File: src/rtl/cordic_rr_scheduler_if.sv
// Requester-side bundle of the CORDIC round-robin scheduler: operand handshake and result strobe.
interface cordic_rr_scheduler_if #(
    parameter int N_REQ = 4
);
    logic [N_REQ-1:0]    req_valid;
    logic [32*N_REQ-1:0] req_data;
    logic [N_REQ-1:0]    req_ready;
    logic [N_REQ-1:0]    res_valid;
    logic [31:0]         res_data;

    modport master (
        output req_valid,
        output req_data,
        input  req_ready,
        input  res_valid,
        input  res_data
    );

    modport slave (
        input  req_valid,
        input  req_data,
        output req_ready,
        output res_valid,
        output res_data
    );
endinterface

File: src/rtl/cordic_rr_scheduler.sv
// Round-robin sharing of one free-running pipelined CORDIC between N_REQ requesters, with tag-tracked
// result routing. Optional macro CORDIC_RR_STATS_EN adds per-requester saturating grant counters.
module cordic_rr_scheduler #(
    parameter int  N_REQ      = 4,
    parameter int  CORDIC_LAT = 16,
    localparam int ID_W       = $clog2(N_REQ),
    localparam int INF_W      = $clog2(CORDIC_LAT + 3)
) (
    input  logic                  clk,
    input  logic                  rst_n,
    input  logic                  flush,
    cordic_rr_scheduler_if.slave  bus,
    output logic [31:0]           cordic_in,
    input  logic [31:0]           cordic_out,
    output logic [INF_W-1:0]      inflight
`ifdef CORDIC_RR_STATS_EN
    ,
    output logic [16*N_REQ-1:0]   stat_grants
`endif
);

    function automatic logic [N_REQ-1:0] onehot(input logic [ID_W-1:0] id);
        logic [N_REQ-1:0] v;
        v     = '0;
        v[id] = 1'b1;
        return v;
    endfunction

    logic [ID_W-1:0]  ptr_r;
    logic [ID_W:0]    sum_s;
    logic             found_s;
    logic [ID_W-1:0]  grant_id_s;
    logic [N_REQ-1:0] grant_s;
    logic             hs_s;
    logic [31:0]      sel_data_s;
    logic             retire_s;

    // Tag 0 is the issue-stage tag; tag CORDIC_LAT lines up with the matching cordic_out.
    logic [CORDIC_LAT:0] tag_valid_r;
    logic [ID_W-1:0]     tag_id_r [0:CORDIC_LAT];

    // Rotating-priority search starting just after the last granted requester.
    always_comb begin
        found_s    = 1'b0;
        grant_id_s = '0;
        sum_s      = '0;
        for (int off = 1; off <= N_REQ; off++) begin
            sum_s = {1'b0, ptr_r} + (ID_W + 1)'(off);
            if (sum_s >= (ID_W + 1)'(N_REQ)) begin
                sum_s = sum_s - (ID_W + 1)'(N_REQ);
            end else begin
                sum_s = sum_s;
            end
            if (!found_s && bus.req_valid[sum_s[ID_W-1:0]]) begin
                found_s    = 1'b1;
                grant_id_s = sum_s[ID_W-1:0];
            end else begin
                found_s    = found_s;
            end
        end
    end

    // Grant is suppressed during flush and while reset is asserted.
    always_comb begin
        if (found_s && rst_n && !flush) begin
            grant_s = onehot(grant_id_s);
        end else begin
            grant_s = '0;
        end
    end

    assign bus.req_ready = grant_s;
    assign hs_s          = |grant_s;
    assign sel_data_s    = bus.req_data[32*grant_id_s +: 32];
    assign retire_s      = |bus.res_valid;

    // Issue stage and round-robin pointer.
    always_ff @(posedge clk or negedge rst_n) begin
        if (!rst_n) begin
            cordic_in <= 32'h0000_0000;
            ptr_r     <= ID_W'(N_REQ - 1);
        end else if (hs_s) begin
            cordic_in <= sel_data_s;
            ptr_r     <= grant_id_s;
        end else begin
            cordic_in <= 32'h0000_0000;
            ptr_r     <= ptr_r;
        end
    end

    // Tag pipeline: shifts every cycle, valids wiped by flush.
    always_ff @(posedge clk or negedge rst_n) begin
        if (!rst_n) begin
            tag_valid_r <= '0;
            for (int i = 0; i <= CORDIC_LAT; i++) begin
                tag_id_r[i] <= '0;
            end
        end else begin
            if (flush) begin
                tag_valid_r <= '0;
            end else begin
                tag_valid_r <= {tag_valid_r[CORDIC_LAT-1:0], hs_s};
            end
            tag_id_r[0] <= grant_id_s;
            for (int i = 1; i <= CORDIC_LAT; i++) begin
                tag_id_r[i] <= tag_id_r[i-1];
            end
        end
    end

    // Retire: steer the CORDIC result to its requester; res_data holds between strobes.
    always_ff @(posedge clk or negedge rst_n) begin
        if (!rst_n) begin
            bus.res_valid <= '0;
            bus.res_data  <= 32'h0000_0000;
        end else if (flush) begin
            bus.res_valid <= '0;
            bus.res_data  <= bus.res_data;
        end else if (tag_valid_r[CORDIC_LAT]) begin
            bus.res_valid <= onehot(tag_id_r[CORDIC_LAT]);
            bus.res_data  <= cordic_out;
        end else begin
            bus.res_valid <= '0;
            bus.res_data  <= bus.res_data;
        end
    end

    // An op counts from the cycle after its grant through the cycle of its result strobe.
    always_ff @(posedge clk or negedge rst_n) begin
        if (!rst_n) begin
            inflight <= '0;
        end else if (flush) begin
            inflight <= '0;
        end else if (hs_s && !retire_s) begin
            inflight <= inflight + INF_W'(1);
        end else if (retire_s && !hs_s) begin
            inflight <= inflight - INF_W'(1);
        end else begin
            inflight <= inflight;
        end
    end

`ifdef CORDIC_RR_STATS_EN
    // Saturating per-requester grant counters; only rst_n clears them.
    always_ff @(posedge clk or negedge rst_n) begin
        if (!rst_n) begin
            stat_grants <= '0;
        end else begin
            for (int i = 0; i < N_REQ; i++) begin
                if (grant_s[i] && (stat_grants[16*i +: 16] != 16'hFFFF)) begin
                    stat_grants[16*i +: 16] <= stat_grants[16*i +: 16] + 16'd1;
                end else begin
                    stat_grants[16*i +: 16] <= stat_grants[16*i +: 16];
                end
            end
        end
    end
`endif

endmodule

File: src/flat_wrapper.sv
// flat-port wrapper written by rule: the top's interface ports become plain ports
module cordic_rr_scheduler_flat 
#(
    parameter int  N_REQ      = 4,
    parameter int  CORDIC_LAT = 16,
    localparam int ID_W       = $clog2(N_REQ),
    localparam int INF_W      = $clog2(CORDIC_LAT + 3)
)
  (clk, rst_n, flush, cordic_in, cordic_out, inflight, bus_req_valid, bus_req_data, bus_req_ready, bus_res_valid, bus_res_data);
  cordic_rr_scheduler_if #(.N_REQ(N_REQ)) bus_i ();
  input  logic clk;
  input  logic rst_n;
  input  logic flush;
  output logic [31:0] cordic_in;
  input  logic [31:0] cordic_out;
  output logic [INF_W-1:0] inflight;
  input wire logic [$bits(bus_i.req_valid)-1:0] bus_req_valid;
  input wire logic [$bits(bus_i.req_data)-1:0] bus_req_data;
  output wire logic [$bits(bus_i.req_ready)-1:0] bus_req_ready;
  output wire logic [$bits(bus_i.res_valid)-1:0] bus_res_valid;
  output wire logic [$bits(bus_i.res_data)-1:0] bus_res_data;
  assign bus_i.req_valid = bus_req_valid;
  assign bus_i.req_data = bus_req_data;
  assign bus_req_ready = bus_i.req_ready;
  assign bus_res_valid = bus_i.res_valid;
  assign bus_res_data = bus_i.res_data;
  cordic_rr_scheduler #(.N_REQ(N_REQ), .CORDIC_LAT(CORDIC_LAT)) u_core (.clk(clk), .rst_n(rst_n), .flush(flush), .bus(bus_i), .cordic_in(cordic_in), .cordic_out(cordic_out), .inflight(inflight));
endmodule
File: config.mk
export PLATFORM = sky130hd
export DESIGN_NAME = cordic_rr_scheduler_flat
export DESIGN_NICKNAME = d
export VERILOG_FILES = /design/src/rtl/cordic_rr_scheduler_if.sv /design/src/rtl/cordic_rr_scheduler.sv /design/src/flat_wrapper.sv
export SDC_FILE = /design/constraint.sdc
export NUM_CORES = 1
export LEC_CHECK = 0
export ABC_AREA = 1
export CAP_MARGIN = 0
export CORE_MARGIN = 2
export CORE_UTILIZATION = 40
export DETAILED_ROUTE_END_ITERATION = 8
export PLACE_DENSITY_LB_ADDON = 0.05
export SETUP_SLACK_MARGIN = 0.4
export SLEW_MARGIN = 20
export SYNTH_ARGS = -nofsm -noshare
export SYNTH_HDL_FRONTEND = slang
export SYNTH_SLANG_ARGS = --single-unit
File: constraint.sdc
create_clock -name clk -period 5.5 [get_ports clk]
set_clock_uncertainty 0.1 [all_clocks]
set_input_delay 0.825 -clock clk [delete_from_list [all_inputs] [get_ports clk]]
set_output_delay 0.825 -clock clk [all_outputs]
set_load 0.03 [all_outputs]
==> run metrics <==
status=completed; YS warnings=0; crit-path leading delay family=buffers and inverters; sequential share of power=26.1%; final wirelength=16200 um; DR DRC count=0; share of Yosys cell area claimed by the top area cell type=54.7%; Boundary Pins=~240; Post-Synthesis Cells=603; vias in the first global route=a little under 5000; FF-to-FF Start=u_core.ptr_r[0]$_DFFE_PN1P_; number of buffers created by CTS=17; crit path to=bus_req_ready[3]; Critical path buffers and inverters=5; first drt pass iteration count=4; CTS clk-pin slew, worst paths=about 0.05 ns; setup total negative slack=0 ns; # placed instances=just under 1000; most frequent cells in the layout=242 x clkdlybuf4s50_1, 124 x dfrtp_1, 114 x nand2_1, 106 x nand3_1, 84 x nor2_1; worst-case clock buffer depth=2; Tcrit/Tclk final=78.6%; Post-synth EDFFs=0; Post-Place Worst Slack=1.19 ns; R2R cell count=20; leading area contributor after synthesis=dfrtp_1; Post-CTS Setup Bufs=0; Via density=4.93; Post-DRT Antenna Nets=0; total track usage=21.1%; Worst Path Max Fanout=35; min setup slack post-route=1.18 ns; cells along the critical path=clkdlybuf4s50_1 -> inv_1 -> nand3_2 -> buf_4 -> inv_2 -> nand2_1 -> nor2_1 -> clkdlybuf4s50_1; cell depth of the worst setup path=8; crit path time final=around 4.3 ns; Layout area overhead=54.2%; Int Pwr=~2700 uW; Routed WL per cell=around 16 um; syn_nets=roughly 780; Clock power frac=around 22%; Non-Filler Instances=1027; Peak VDD IR=~0.73 mV; global route total overflow=0; post-synth cell types=32; ANT cells=0; clock root cell=clkbuf_16; maximum clock rate=231 MHz; first-pass GRT wire length=approximately 24000 um; Seq/Total Area, Yosys=55.7%; # setup viols final=0; Nets=slightly above 1000; combinational share of power=between 50% and 60%; Starting Density=approximately two fifths; top cells by area, synth=dfrtp_1 55%, nand3_1 9.4%, nand2_1 7.5%, mux2_2 6.4%, nor2_1 5.6%; IO Port Bufs=roughly 240; Least-Margin Pin Slew=between 0.9 and 1 ns; largest net degree at the start of global routing=slightly above 70; crit path DAT=~3.4 ns; HP Class=reg -> reg; Die Area=between 15000 and 20000 sq um; LEAKAGE=0.00412 uW; CTS Hold Bufs=0; RSZ-0062 raised after global routing=false; TritonCTS sink count=roughly 130; startpoint types=primary input; Worst R2R End=u_core.inflight[4]$_DFFE_PN0P_; critical path required time=~4.6 ns; flops & latches, synth=roughly 130; Synth Flop Type=dfrtp_1; reg-to-reg slack, setup=between 2 and 2.5 ns; element type at the critical path end=output port; Max Slew Vio Count=0; placed wire-length estimate=approximately 12000 um; RePlAce Congestion=~0.86; layout cell share with drive strength beyond 1=11.3%; Row Count=between 40 and 50; Die X=123 um; cell mode on critical path=clkdlybuf4s50_1; max cap viols=0; Setup CP Type=in -> out; routed vias=approximately 5100; Crit. Startpoint=flush; syn avg cell area=approximately 9.4 sq um; die height=about 120 um; core footprint=about 14000 sq um; Worst path slowest cell=clkdlybuf4s50_1; commonest non-fill, non-tap cell in the layout=clkdlybuf4s50_1; Initial DRC Count=around 320; pwr dens=~570 nW/um^2; clk_lat worst skew=just over 0.4 ns; # resized after CTS=0; CTS tree=built; worst rel slew slack=approximately a third; Worst path max stage delay=slightly above 0.9 ns; share of flip-flops with an asynchronous set or reset=100%; total power=between 4000 and 5000 uW; endpoints failing hold=0; CTS HTree Levels=4; sw frac=45.0%; mapped cell area=between 5000 and 6000 sq um; number of antenna violations at the first check in global routing=0; Switching Power=between 2000 and 2500 uW
==> power by group through the flow <==
stage	Clock, uW	Sequential, uW	Combinational, uW
after detailed placement	0	1320	2610
after global routing	1150	1330	2880
after CTS	1110	1310	2620
after floorplan	0	1550	1710
after global placement	0	1310	2580
final	1080	1300	2610
==> state kept, by name, summed over array words and instances, names as in the netlist <==
| name | count |
|---|---|
| u_core.bus.res_data | 32 |
| u_core.bus.res_valid | 4 |
| u_core.tag_valid_r | 17 |
| u_core.tag_id_r | 34 |
| u_core.cordic_in | 32 |
| u_core.inflight | 5 |
| u_core.ptr_r | 2 |
==> kinds of logic (layout without fill, tap and decap cells) <==
family | after synthesis | count (layout) | synth area share (%)
flops | 126 | 126 | 55.7
compound gates | 5 | 5 | 0.640
simple gates | 360 | 360 | 29.5
mux | 32 | 32 | 6.36
fa+ha+maj | 5 | 5 | 1.24
xor+xnor | 3 | 3 | 0.464
buf+inv | 72 | 316 | 6.14
==> synth_stat cells (6+ instances only) <==
master,n
buf_2,18
nand2_1,114
clkbuf_1,7
nand3_1,106
nand4_1,34
inv_2,6
buf_4,6
dfrtp_1,124
mux2_2,32
inv_1,27
nand2_2,6
nor2_1,84
==> per-stage QoR <==
step / utilization [%] / hold slack, ns / cell area (sq um)
after floorplan: - / 0.231 / 5670
after global placement: 58.8 / 0.236 / 8160
after detailed placement: 58.8 / 0.235 / 8160
after CTS: 63.0 / 0.247 / 8740
after global routing: 63.0 / 0.253 / 8740
final: 63.0 / 0.246 / 8740
==> how the worst min path moves through the flow <==
stage,start,end,slack [ns],depth (start not counted)
2_1_floorplan,u_core.tag_id_r[2]$_DFF_PN0_,u_core.tag_id_r[0]$_DFF_PN0_,0.23,0
3_3_place_gp,u_core.tag_id_r[2]$_DFF_PN0_,u_core.tag_id_r[0]$_DFF_PN0_,0.24,0
3_5_place_dp,u_core.tag_id_r[12]$_DFF_PN0_,u_core.tag_id_r[10]$_DFF_PN0_,0.23,0
4_1_cts,u_core.tag_id_r[23]$_DFF_PN0_,u_core.tag_id_r[21]$_DFF_PN0_,0.25,0
5_1_grt,u_core.tag_id_r[26]$_DFF_PN0_,u_core.tag_id_r[24]$_DFF_PN0_,0.25,0
6_report,u_core.tag_id_r[23]$_DFF_PN0_,u_core.tag_id_r[21]$_DFF_PN0_,0.25,0
==> area by class of cell <==
class,instances,area [sq um]
Fill cell,1159,5140
Sequential cell,126,3160
Timing Repair Buffer,250,2480
Multi-Input combinational cell,405,2170
Clock buffer,19,443
Tap cell,180,225
Clock inverter,13,139
Inverter,34,130
==> routing by layer <==
layer	vias up	wire length, um	track usage (%)
met5	-	0	0
met2	199	7950	34.8
met4	0	278	6.39
met1	2389	6600	26.0
li1	2455	-	-
met3	17	1350	7.33
Note: power is estimated with default switching activity, not from simulation.
